## src/rtl/xge_tx_arb_pkg.sv

```systemverilog
// Shared types and widths for the 10G MAC transmit arbiter.
// Latency: n/a (type definitions only).
// Backpressure: n/a.
package xge_tx_arb_pkg;

  localparam int XGE_DATA_W = 64;
  localparam int XGE_MOD_W  = 3;

  typedef enum logic [0:0] {
    IDLE = 1'b0,
    BUSY = 1'b1
  } arb_state_t;

  // One beat of the MAC transmit packet interface.
  typedef struct packed {
    logic [XGE_DATA_W-1:0] data;
    logic [XGE_MOD_W-1:0]  mod;
    logic                  sop;
    logic                  eop;
  } pkt_beat_t;

endpackage

```

## src/rtl/xge_rr_picker.sv

```systemverilog
// Round-robin picker: rotate requests past last_grant, take the lowest set bit, rotate back.
// Latency: purely combinational.
// Backpressure: none; the caller decides whether the pick is used.
module xge_rr_picker #(
  parameter int NUM_REQ = 4,
  parameter int ID_W    = $clog2(NUM_REQ)
) (
  input  logic [NUM_REQ-1:0] req,
  input  logic [ID_W-1:0]    last_grant,
  output logic               hit,
  output logic [ID_W-1:0]    idx
);

  // Two spare bits so start + position never wraps before the modulo fold.
  localparam int SUM_W = ID_W + 2;

  logic [SUM_W-1:0]   start;
  logic [NUM_REQ-1:0] rot;
  logic [SUM_W-1:0]   pos;
  logic [SUM_W-1:0]   sum;

  // Rotate so bit 0 is the requester right after the last winner, then priority-encode.
  always_comb begin
    start = SUM_W'(last_grant) + SUM_W'(1);
    if (start >= SUM_W'(NUM_REQ)) begin
      start = '0;
    end
    rot = NUM_REQ'({req, req} >> start);
    hit = |rot;
    pos = '0;
    for (int k = NUM_REQ - 1; k >= 0; k--) begin
      if (rot[k]) begin
        pos = SUM_W'(k);
      end
    end
    sum = pos + start;
    if (sum >= SUM_W'(NUM_REQ)) begin
      sum = sum - SUM_W'(NUM_REQ);
    end
    idx = sum[ID_W-1:0];
  end

endmodule

```

## src/rtl/xge_tx_arbiter.sv

```systemverilog
// Packet-level round-robin arbiter muxing NUM_REQ sources onto the single MAC TX packet interface.
// Latency: accepted beat appears on pkt_tx_* one cycle later; one arbitration bubble per packet.
// Backpressure: pkt_tx_full drops the owner's req_rdy in the same cycle; one beat may still land after full.
module xge_tx_arbiter
  import xge_tx_arb_pkg::*;
#(
  parameter int NUM_REQ = 4,
  parameter int ID_W    = $clog2(NUM_REQ)
) (
  input  logic                            clk_156m25,
  input  logic                            reset_156m25_n,
  input  logic [NUM_REQ-1:0]              req_val,
  input  logic [NUM_REQ-1:0]              req_sop,
  input  logic [NUM_REQ-1:0]              req_eop,
  input  logic [XGE_MOD_W*NUM_REQ-1:0]    req_mod,
  input  logic [XGE_DATA_W*NUM_REQ-1:0]   req_data,
  output logic [NUM_REQ-1:0]              req_rdy,
  input  logic                            pkt_tx_full,
  output logic                            pkt_tx_val,
  output logic                            pkt_tx_sop,
  output logic                            pkt_tx_eop,
  output logic [XGE_MOD_W-1:0]            pkt_tx_mod,
  output logic [XGE_DATA_W-1:0]           pkt_tx_data,
  output logic [ID_W-1:0]                 grant_id,
  output logic                            busy,
  output logic                            drop_err
);

  localparam logic [0:0] ST_IDLE = IDLE;
  localparam logic [0:0] ST_BUSY = BUSY;

  logic [0:0]         state_q;
  logic [ID_W-1:0]    grant_q;
  logic [ID_W-1:0]    last_q;
  pkt_beat_t          out_q;
  logic               out_val_q;
  logic               drop_q;

  logic [NUM_REQ-1:0] cand;
  logic               pick_hit;
  logic [ID_W-1:0]    pick_idx;
  pkt_beat_t          own_beat;
  logic               in_busy;
  logic               accept;
  logic               stray_drop;

  assign cand    = req_val & req_sop;
  assign in_busy = (state_q == ST_BUSY);

  xge_rr_picker #(
    .NUM_REQ (NUM_REQ),
    .ID_W    (ID_W)
  ) u_picker (
    .req        (cand),
    .last_grant (last_q),
    .hit        (pick_hit),
    .idx        (pick_idx)
  );

  // Select the owner's beat; mod is only meaningful on the last beat of a frame.
  always_comb begin
    own_beat.data = req_data[XGE_DATA_W*grant_q +: XGE_DATA_W];
    own_beat.sop  = req_sop[grant_q];
    own_beat.eop  = req_eop[grant_q];
    own_beat.mod  = req_eop[grant_q] ? req_mod[XGE_MOD_W*grant_q +: XGE_MOD_W] : '0;
    accept        = in_busy & req_val[grant_q] & ~pkt_tx_full;
  end

  // Ready: owner follows full while busy; in idle, non-SOP beats are drained so a broken source cannot wedge us.
  always_comb begin
    req_rdy = '0;
    if (reset_156m25_n) begin
      if (in_busy) begin
        req_rdy[grant_q] = ~pkt_tx_full;
      end else begin
        for (int i = 0; i < NUM_REQ; i++) begin
          req_rdy[i] = req_val[i] & ~req_sop[i] & ~(pick_hit && (pick_idx == ID_W'(i)));
        end
      end
    end
    stray_drop = ~in_busy & (|req_rdy);
  end

  // Arbitration FSM: grant on a SOP candidate, hold the bus until the owner's EOP is accepted.
  always_ff @(posedge clk_156m25) begin
    if (!reset_156m25_n) begin
      state_q <= ST_IDLE;
      grant_q <= '0;
      last_q  <= ID_W'(NUM_REQ - 1);
    end else begin
      case (state_q)
        ST_IDLE: begin
          if (pick_hit) begin
            grant_q <= pick_idx;
            last_q  <= pick_idx;
            state_q <= ST_BUSY;
          end
        end
        default: begin
          if (accept && own_beat.eop) begin
            state_q <= ST_IDLE;
          end
        end
      endcase
    end
  end

  // Output register toward the MAC; idle cycles present an all-zero beat.
  always_ff @(posedge clk_156m25) begin
    if (!reset_156m25_n) begin
      out_val_q <= 1'b0;
      out_q     <= '0;
      drop_q    <= 1'b0;
    end else begin
      out_val_q <= accept;
      out_q     <= accept ? own_beat : '0;
      drop_q    <= stray_drop;
    end
  end

  assign pkt_tx_val  = out_val_q;
  assign pkt_tx_sop  = out_q.sop;
  assign pkt_tx_eop  = out_q.eop;
  assign pkt_tx_mod  = out_q.mod;
  assign pkt_tx_data = out_q.data;
  assign grant_id    = grant_q;
  assign busy        = in_busy;
  assign drop_err    = drop_q;

endmodule

```

## config.mk

```make
export PLATFORM = sky130hd
export DESIGN_NAME = xge_tx_arbiter
export DESIGN_NICKNAME = d
export VERILOG_FILES = /design/src/rtl/xge_tx_arb_pkg.sv /design/src/rtl/xge_rr_picker.sv /design/src/rtl/xge_tx_arbiter.sv
export SDC_FILE = /design/constraint.sdc
export NUM_CORES = 1
export LEC_CHECK = 0
export ABC_AREA = 1
export ABC_CLOCK_PERIOD_IN_PS = 4200
export BUFFER_PORTS_ARGS = -buffer_cell sky130_fd_sc_hd__buf_2
export CAP_MARGIN = 20
export CELL_PAD_IN_SITES_DETAIL_PLACEMENT = 0
export CELL_PAD_IN_SITES_GLOBAL_PLACEMENT = 1
export CORE_AREA = 2 2 140 142
export DETAILED_ROUTE_END_ITERATION = 6
export DIE_AREA = 0 0 142 144
export PLACE_DENSITY = 0.84
export SETUP_SLACK_MARGIN = 0.1
export SYNTH_ARGS = -nofsm -noshare
export SYNTH_HDL_FRONTEND = slang
export SYNTH_HIERARCHICAL = 1
export SYNTH_SLANG_ARGS = --single-unit
```

## constraint.sdc

```tcl
create_clock -name clk_156m25 -period 4.2 [get_ports clk_156m25]
set_input_delay 0.84 -clock clk_156m25 [delete_from_list [all_inputs] [get_ports clk_156m25]]
set_output_delay 0.84 -clock clk_156m25 [all_outputs]
set_load 0.005 [all_outputs]
```

* After elaboration in Yosys (flattened, before gate mapping)
Index checks and enable logic that the tools add are counted.
** Word-level totals
- Bits in registers :: 76
- Latch bits :: 0
- Memory bits (writable) :: 0
- Bits in read-only memories :: 0
- Word-level logic and storage cells :: 77
- Memories :: 0
** Operators by class
- Add/sub/neg operators :: 3
- Multipliers :: 1
- Divide/modulo/power cells :: 0
- Magnitude comparators :: 4
- Equality and inequality tests :: 3
- Shift operators :: 3
- Muxes and demuxes :: 19
- Bitwise logic cells :: 23
- Reductions and logical operators :: 12
** Operators with widths (count)
- $shiftx A256 B9 Y64 :: 1
- $mux W4 :: 3
- $shiftx A12 B5 Y3 :: 1
- $and A1 B1 Y1 :: 11
- $mux W2 :: 5
- $not A1 Y1 :: 10
- $and A4 B4 Y4 :: 2
- $ge A4 B3 Y1 const B :: 2
- $reduce_or A4 Y1 :: 2
- $shr A8 B4 Y4 :: 1
- $mux W1 :: 7
- $bmux W1 S2 :: 3
- $logic_and A1 B1 Y1 :: 6
- $add A2 B4 Y4 :: 1
- $eq A2 B2 Y1 const B :: 2
- $mul A2 B2 Y4 const A :: 1
- $reduce_and A2 Y1 :: 2
- $add A2 B1 Y3 const B :: 1
- $lt A2 B3 Y1 const B :: 1
- $reduce_and A3 Y1 :: 1
- $demux W1 S2 :: 1
- $eq A2 B1 Y1 const B :: 1
- $ge A2 B1 Y1 const B :: 1
- $logic_not A2 Y1 :: 1
- $sub A2 B1 Y2 const B :: 1

* Longest topological paths before layout
Gate-level depths: netlist of the first run.
- Depth after elaboration :: 19
- Mapped depth :: 20
- Depth with buffers taken out :: 20

* Hierarchy
Netlist of the first run, hierarchy kept.
** By module, submodules not included
- xge_tx_arbiter :: times used 1, cells each 631, area an instance 4129.0 um^2
- xge_rr_picker :: times used 1, cells each 37, area an instance 178.9 um^2

* Worst setup path after synthesis of the first run
OpenSTA, ideal clock, no wires.
- Path kind :: input-to-output
- Start :: in req_val[0]
- End :: out req_rdy[1]
- Arrival time :: 2.216 ns
- Data required time :: 3.360 ns
- Setup slack :: 1.144 ns
- Stages :: 18
- Path buffers :: 0
- Cells stage by stage :: nand2_1 inv_1 nand2_1 nand3_1 nand2_1 nand3_1 a21boi_1 ha_1 xor2_1 inv_1 nand3_1 nand2_1 inv_1 nand3_1 nand3_1 nand2_1 nand2_1 inv_1
** On the way
- Word-level cells in the longest chain between the ends :: 15
- Elaborated cells between the ends (all ways) :: 17
- Those cells by class :: 2 x add/sub; 1 x order compare; 1 x eq/ne; 1 x shift; 7 x mux; 3 x bitwise; 2 x reduce/logical
** Ends and longest elaborated chain
- start, declared :: line xge_tx_arbiter.sv:12 : input logic [NUM_REQ-1:0] req_val,
- $and A4 B4 Y4 (*) :: line xge_tx_arbiter.sv:47 : assign cand = req_val & req_sop;
- net cand[0] :: line xge_tx_arbiter.sv:39 : logic [NUM_REQ-1:0] cand;
- $shr A8 B4 Y4 (*) :: line xge_rr_picker.sv:28 : rot = NUM_REQ'({req, req} >> start);
- $mux W2 (3 in series) :: line xge_rr_picker.sv:32 : if (rot[k]) begin
- $mux W2 (*) :: line xge_rr_picker.sv:32
- $add A2 B4 Y4 (*) :: line xge_rr_picker.sv:36 : sum = pos + start;
- $ge A4 B3 Y1 / $sub A2 B1 Y2 (equally long branches) :: line xge_rr_picker.sv:37, xge_rr_picker.sv:38
- $mux W2 (*) :: line xge_rr_picker.sv:37 : if (sum >= SUM_W'(NUM_REQ)) begin
- net pick_idx[1] :: line xge_tx_arbiter.sv:41 : logic [ID_W-1:0] pick_idx;
- $eq A2 B1 Y1 (*) :: line xge_tx_arbiter.sv:77 : req_rdy[i] = req_val[i] & ~req_sop[i] & ~(pick_hit && (pick_idx == ID_W'(i)));
- $logic_and A1 B1 Y1 (*) :: line xge_tx_arbiter.sv:77
- $not A1 Y1 (*) :: line xge_tx_arbiter.sv:77
- $and A1 B1 Y1 (*) :: line xge_tx_arbiter.sv:77
- $mux W4 (*) :: line xge_tx_arbiter.sv:73 : if (in_busy) begin
- $mux W4 (*) :: line xge_tx_arbiter.sv:72 : if (reset_156m25_n) begin
- end, declared :: line xge_tx_arbiter.sv:17 : output logic [NUM_REQ-1:0] req_rdy,
Mark *: on every way through the listed nets, which the timed path passes. The rest lies on a longest branch.

* Worst setup path in the final report of the first run
- Start :: reg last_q[0]
- End :: out req_rdy[0]
** On the way
- Word-level cells in the longest chain between the ends :: 17
- Elaborated cells between the ends (all ways) :: 19
- Those cells by class :: 3 x add/sub; 2 x order compare; 1 x shift; 8 x mux; 2 x bitwise; 3 x reduce/logical
** Ends and longest elaborated chain
- start, declared :: line xge_tx_arbiter.sv:34 : logic [ID_W-1:0] last_q;
- start signal, assigned :: line xge_tx_arbiter.sv:89 : last_q <= ID_W'(NUM_REQ - 1);
- start signal, assigned :: line xge_tx_arbiter.sv:95 : last_q <= pick_idx;
- $add A2 B1 Y3 (*) :: line xge_rr_picker.sv:24 : start = SUM_W'(last_grant) + SUM_W'(1);
- $ge A4 B3 Y1 :: line xge_rr_picker.sv:25 : if (start >= SUM_W'(NUM_REQ)) begin
- $mux W4 (*) :: line xge_rr_picker.sv:25
- $shr A8 B4 Y4 :: line xge_rr_picker.sv:28
- $mux W2 (4 in series) :: line xge_rr_picker.sv:32
- $add A2 B4 Y4 (*) :: line xge_rr_picker.sv:36
- $ge A4 B3 Y1 / $sub A2 B1 Y2 (equally long branches) :: line xge_rr_picker.sv:37, xge_rr_picker.sv:38
- $mux W2 (*) :: line xge_rr_picker.sv:37
- net pick_idx[1] :: line xge_tx_arbiter.sv:41
- $logic_not A2 Y1 (*) :: line xge_tx_arbiter.sv:77
- $logic_and A1 B1 Y1 (*) :: line xge_tx_arbiter.sv:77
- $not A1 Y1 (*) :: line xge_tx_arbiter.sv:77
- $and A1 B1 Y1 (*) :: line xge_tx_arbiter.sv:77
- $mux W4 (*) :: line xge_tx_arbiter.sv:73
- $mux W4 (*) :: line xge_tx_arbiter.sv:72
Marked as above.

==> results of run 1 <==
## path summary, 6_finish.rpt
check | startpoint | endpoint | slack (ns) | depth (start not counted)
max | last_q[0] | req_rdy[0] | 0.49 | 18
min | last_q[1] | last_q[1] | 0.50 | 2
max reg2reg | grant_id[1] | pkt_tx_data[17] | 1.25 | 8
min reg2reg | last_q[1] | last_q[1] | 0.50 | 2
## through the flow
stage / util [%] / std cells
after floorplan: - / 668
after global placement: 32.4 / 1218
after detailed placement: 32.4 / 1218
after CTS: 33.9 / 1233
after global routing: 33.9 / 1233
final: 33.9 / 1233
## worst min-delay path, cell delays in order (launching register included)
cell and delay, ns:
dfxtp_1 0.34, nand2_1 0.06, nand3_1 0.07
## cell type report
cell class	count	share of cell area (%)
Clock buffer	11	3.91
Timing Repair Buffer	367	28.7
Inverter	62	3.62
Clock inverter	4	0.387
Sequential cell	76	23.6
Multi-Input combinational cell	475	35.2
Tap cell	238	4.61
## power by group through the flow
stage          clock, W  sequential (W)  combinational, W
2_1_floorplan         0        0.000832          0.000995
3_3_place_gp          0        0.000858           0.00140
3_5_place_dp          0        0.000860           0.00142
4_1_cts        0.000780        0.000844           0.00142
5_1_grt        0.000807        0.000853           0.00159
6_report       0.000747        0.000844           0.00140
## registers in the layout, indices dropped and copies added (netlist names)
| name | count |
|---|---|
| pkt_tx_eop | 1 |
| pkt_tx_mod | 3 |
| pkt_tx_data | 64 |
| busy | 1 |
| pkt_tx_val | 1 |
| drop_err | 1 |
| grant_id | 2 |
| pkt_tx_sop | 1 |
| last_q | 2 |
## synth_stat cells, drive strengths merged
master | number | area [um^2]
inv | 62 | 233
dfxtp | 76 | 1520
a211oi | 2 | 15.0
nand3 | 185 | 931
a21oi | 38 | 190
o21ai | 4 | 20.0
ha | 2 | 25.0
o22ai | 2 | 12.5
nor2 | 76 | 285
a21boi | 1 | 7.51
clkbuf | 20 | 75.1
a31oi | 65 | 407
buf | 35 | 203
nand2 | 99 | 374
xor2 | 1 | 8.76
## layer usage
layer  wire, um  share of wire (%)  global-route usage [%]
met5         26               0.13                       0
met4        142               0.73                    3.68
met3       1710                8.7                    6.19
met2       9980                 51                    33.2
met1       7710                 39                    19.2
## logic make-up (layout without fill, tap and decap cells)
| group | count (synthesis) | in the layout | share of synthesized area [%] |
|---|---|---|---|
| AND/OR/NAND/NOR | 360 | 360 | 36.9 |
| buffers and inverters | 117 | 444 | 11.9 |
| AO/OA/AOI/OAI | 112 | 112 | 15.1 |
| flip-flops | 76 | 76 | 35.3 |
| adder cells (fa/ha/maj) | 2 | 2 | 0.581 |
| XOR/XNOR | 1 | 1 | 0.203 |
## layout by cell type, fill, tap and decap left out, drive strengths merged
cell type,count
ha,2
clkinv,3
a21oi,38
o22ai,2
buf,367
a21boi,1
clkinvlp,2
clkbuf,11
o21ai,4
xor2,1
a211oi,2
dfxtp,76
nand3,185
a31oi,65
nand2,99
inv,61
nor2,76
==> parameters.txt, run 1 <==
Parameter                              Value

Layout
  Diodes inserted    0
  Layout overhead on the synthesized area    50.1%
  Post-route cell area    6470 um^2
  Fraction of final layout cells sized beyond drive strength 1    39.3%
  Area of the multi-input gates    2280 um^2
  Final #Nets    1,276
  Sequential Area    1530 um^2
  Layout fillers    2,123

Power and ir drop
  Switch share    42.9%
  Worst vdd rail ir drop    0.190 mV
  Total internal power    0.00171 W
  Power per unit of standard cell area    463 nW/um^2
  Fraction of power consumed by the clock network    24.9%
  Part of the total power dissipated in sequential elements    28.2%
  Post-layout total power    0.00299 W
  Leak    3.46 nW
  Proportion of power drawn by combinational gates    46.9%
  Sw power    0.00128 W

Global routing
  GRT overflow    0
  Initial antenna violation count    2
  Overall routing resource usage    17.7%
  Number of global-route vias before repair    5,171
  Maximum number of pins on one net before global-route repair    94
  Global-route wire length before repair    27,600 um

Place
  DP Worst Slack    0.645 ns
  DP Area    6190 um^2
  Last weighted congestion value of the routability-driven placer    0.846
  Total of buffers placed on input and output ports    360
  Estimated wirelength of the detail-placed design    14,300 um

Route
  Via count    5,876
  Final ANT Viol Nets    0
  Number of remaining DRC errors    0
  Final Routed Wirelength    19,600 um
  DRT Pass-1 Iters    5
  Average wire per cell in the routed design    15.9 um
  Number of violations reported at the end of detailed-routing iteration 0    174
  Via density per instance    4.77

STA
  Final setup margin    0.490 ns
  Setup repair after global routing missed its margin    false
  Fin crit share    88.3%
  Number of pins with negative max-slew slack in the final report    0
  Setup Viol. Count Final    0
  Max_slew headroom    36.0%
  Crit path time final    3.71 ns
  Highest Clock Rate    270 MHz
  Worst hold-check slack    0.497 ns
  Final Hold Violating Endpoints    0
  Clock skew after layout    0.00827 ns
  Sum of negative setup slack    0 ns
  Transition time of the tightest slew-check pin    0.960 ns

Worst setup path
  Delay of the slowest cell on the worst path    0.48 ns
  Required time at the endpoint of the critical path    3.36 ns
  Worst Setup End Kind    output port
  Startpoint class of the critical path    flop
  Worst endpoint data arrival time    2.87 ns
  Worst-path maximum fanout    8
  Critical Path Slowest Stage Cell    dfxtp_1
  Cells along the critical path    ha_1 -> inv_1 -> nand3_1 -> nand2_1 -> nand3_1 -> a21boi_1 -> ha_1 -> xor2_1 -> inv_1 -> nand3_1 -> nand2_1 -> inv_1 -> nand3_1 -> nand3_1 -> nand2_1 -> nand2_1 -> inv_1 -> buf_2
  Number of buffers and inverters on the critical path    5
  Crit path max-delay family    simple AND/OR/NAND/NOR gates
  Most common cell type on the critical path    nand3_1
  Critical path class    flop to output port

CTS
  Number of gates given a new drive strength after cts    0
  TritonCTS sink count    76
  Library cell used as clock root buffer    clkbuf_16
  Post-cts hold buffer count    0
  TritonCTS clock tree    yes
  H-tree depth    3
  Setup fix buffers added after clock tree synthesis    0
  Insertion delay to the later sink of the worst-skew pair    0.34 ns
  Maximum number of buffers from clock root to sink    2
  CTS buffer count    9
  Clock transition at the registers of the reported paths    0.06 ns

Run status
  Status    completed

Job
  Max_cap viols    0

Floorplanning
  Area enclosed by the die boundary    20,400 um^2
  Num ports    361
  Placeable core region    19,100 um^2
  Standard-cell row count    51
  Height of the die    144 um
  DIE WIDTH    142 um
  Initial cell density of the core    22.6%

Logic synthesis
  Total standard cell area after synthesis    4310 um^2
  Mapped Cells    668
  Share of the yosys chip area belonging to registers    35.3%
  Post-synthesis cell type count    21
  Synthesized Nets    953
  Register bit total from synthesis    76
  Yosys warns    6
  Syn avg cell area    6.45 um^2

Worst hold path
  Path class of the lowest-slack min-delay path    flop to flop
Power figures use the tool's default switching activity.
==> run 2, diff against run 1 <==
CORE_AREA = not set   (was 2 2 140 142)
CORE_MARGIN = 5   (was not set)
CORE_UTILIZATION = 26   (was not set)
DIE_AREA = not set   (was 0 0 142 144)
PLACE_DENSITY = 0.93   (was 0.84)
==> run 2 against run 1 <==
Sequential power increased by 0.5%. Setup slack improved by 0.082 ns. Die area decreased by 5.9%. Critical endpoint is now req_rdy[1]. Largest power group unchanged.
==> parameters.txt, run 2 (synthesis gave the netlist of run 1 again) <==
Parameter                              Value

Route
  Number of violations reported at the end of detailed-routing iteration 0    268
  Average wire per cell in the routed design    16.2 um
  Via density per instance    4.91
  Via count    5,998
  DRT Pass-1 Iters    5
  Number of remaining DRC errors    0
  Final Routed Wirelength    19,800 um
  Final ANT Viol Nets    0

Worst hold path
  Hold Crit Start    last_q[1]
  Capture endpoint of the worst hold path    last_q[1]
  Number of cells traversed by the worst hold path    2
  Path class of the lowest-slack min-delay path    flop to flop

CTS
  TritonCTS clock tree    yes
  CTS buffer count    9
  Number of gates given a new drive strength after cts    0
  Clock transition at the registers of the reported paths    0.06 ns
  Library cell used as clock root buffer    clkbuf_16
  Insertion delay to the later sink of the worst-skew pair    0.34 ns
  H-tree depth    3
  Setup fix buffers added after clock tree synthesis    0
  Maximum number of buffers from clock root to sink    2
  TritonCTS sink count    76
  Post-cts hold buffer count    0

Place
  Total of buffers placed on input and output ports    360
  Last weighted congestion value of the routability-driven placer    0.890
  DP Area    6190 um^2
  Estimated wirelength of the detail-placed design    15,100 um

Global routing
  Initial antenna violation count    3
  Global-route wire length before repair    30,400 um
  Overall routing resource usage    19.6%
  GRT overflow    0
  Number of global-route vias before repair    5,833
  Maximum number of pins on one net before global-route repair    87

Worst setup path
  Cells along the critical path    ha_1 -> inv_1 -> nand3_1 -> nand2_1 -> nand3_1 -> a21boi_1 -> ha_1 -> xor2_1 -> inv_1 -> nand3_1 -> nand2_1 -> inv_1 -> nand3_1 -> nand3_1 -> nand2_1 -> nand2_1 -> inv_1 -> buf_2
  Most common cell type on the critical path    nand3_1
  Critical Path Slowest Stage Cell    dfxtp_1
  Worst endpoint data arrival time    2.79 ns
  R2R setup slack    1.57 ns
  Worst Reg2Reg Path Length in Cells    19
  Delay of the slowest cell on the worst path    0.47 ns
  Worst-path maximum fanout    8
  Critical register-to-register path startpoint    last_q[0]
  Startpoint class of the critical path    flop
  Worst Setup End Kind    output port
  Destination of the worst register-to-register timing path    drop_err
  Critical path class    flop to output port
  Required time at the endpoint of the critical path    3.36 ns

Layout
  Flip-flop count of the largest register after layout    64
  Most common library cell in the layout ignoring fill and taps    buf_2
  Final #Nets    1,279
  Layout overhead on the synthesized area    50.7%
  Most frequent cells in the layout    buf_2 (360), nand3_1 (184), nand2_1 (98)
  Post-route cell area    6490 um^2
  Layout fillers    1,785
  Fraction of final layout cells sized beyond drive strength 1    39.4%

Run status
  Status    completed

Floorplanning
  Placeable core region    16,400 um^2
  Num ports    361
  Standard-cell row count    47
  DIE WIDTH    139 um
  Area enclosed by the die boundary    19,200 um^2
  Initial cell density of the core    26.3%
  Height of the die    139 um

STA
  Clock skew after layout    0.00838 ns
  Final Hold Violating Endpoints    0
  Sum of negative setup slack    0 ns
  Worst hold-check slack    0.477 ns
  Crit path time final    3.63 ns
  Transition time of the tightest slew-check pin    0.875 ns
  Fin crit share    86.4%
  Setup Viol. Count Final    0
  Highest Clock Rate    276 MHz
  Setup repair after global routing missed its margin    false
  Number of pins with negative max-slew slack in the final report    0
  Max_slew headroom    41.6%

Power and ir drop
  Leak    3.48 nW
  Worst vdd rail ir drop    0.298 mV
  Power per unit of standard cell area    467 nW/um^2

Job
  Max_cap viols    0
-- run 2: cell count changes in the layout (fill, tap and decap cells not counted) --
cell        before  now
diode_2          0    3
clkinvlp_4       2    1
clkinv_4         0    2
bufinv_16        0    1
buf_4            7   10
clkbuf_8         2    0
clkbuf_1         0    1
-- run 2: per-stage QoR --
| step | instances | power, W | setup WS [ns] | util [%] |
|---|---|---|---|---|
| floorplan | 668 | 0.00183 | 1.14 | - |
| global placement | 1203 | 0.00227 | 0.734 | 37.7 |
| detailed placement | 1203 | 0.00227 | 0.722 | 37.7 |
| CTS | 1219 | 0.00308 | 0.533 | 39.5 |
| global route | 1222 | 0.00329 | 0.206 | 39.6 |
| finish | 1222 | 0.00303 | 0.572 | 39.6 |
-- run 2: per-layer routing --
metal / GRT usage, % / wire [um] / up-vias / share of wire (%)
li1: - / - / 2928 / -
met5: 0 / 0 / - / 0
met3: 6.45 / 2050 / 33 / 10
met4: 8.50 / 610 / 0 / 3.1
met2: 33.9 / 9630 / 317 / 49
met1: 22.0 / 7470 / 2720 / 38
-- run 2: critical path: cells and delay by family, from the launching register on --
family / cells / cell delay [ns]
DFF: 1 / 0.47
buffers and inverters: 5 / 0.44
adders and majority gates: 2 / 0.53
and+or+nand+nor: 9 / 0.71
xor gates and xnor gates: 1 / 0.17
AOI/OAI and AO/OA: 1 / 0.13
-- run 2: final cells by class --
cell class | instances | area (um^2) | area share, %
flip-flops and latches | 76 | 1530 | 23.5
diodes | 3 | 7.51 | 0.116
inverters | 62 | 234 | 3.61
repair buffers | 370 | 1880 | 28.9
multi-input cells | 475 | 2280 | 35.1
clock buffers | 10 | 229 | 3.53
clock inverters | 6 | 65.1 | 1.00
well taps | 220 | 275 | 4.24
-- run 2: report_power, final --
group | internal, W | leakage, nW | switching [W]
clock network | 0.000461 | 0.142 | 0.000321
logic | 0.000505 | 2.73 | 0.000894
registers | 0.000785 | 0.616 | 0.0000638
-- run 2: worst max-delay path by stage --
stage | from | endpoint | slack (ns)
global route | last_q[0] | req_rdy[1] | 0.21
global placement | req_val[2] | req_rdy[1] | 0.73
CTS | last_q[0] | req_rdy[1] | 0.53
finish | last_q[0] | req_rdy[1] | 0.57
floorplan | req_val[0] | req_rdy[1] | 1.14
detailed placement | req_val[2] | req_rdy[1] | 0.72
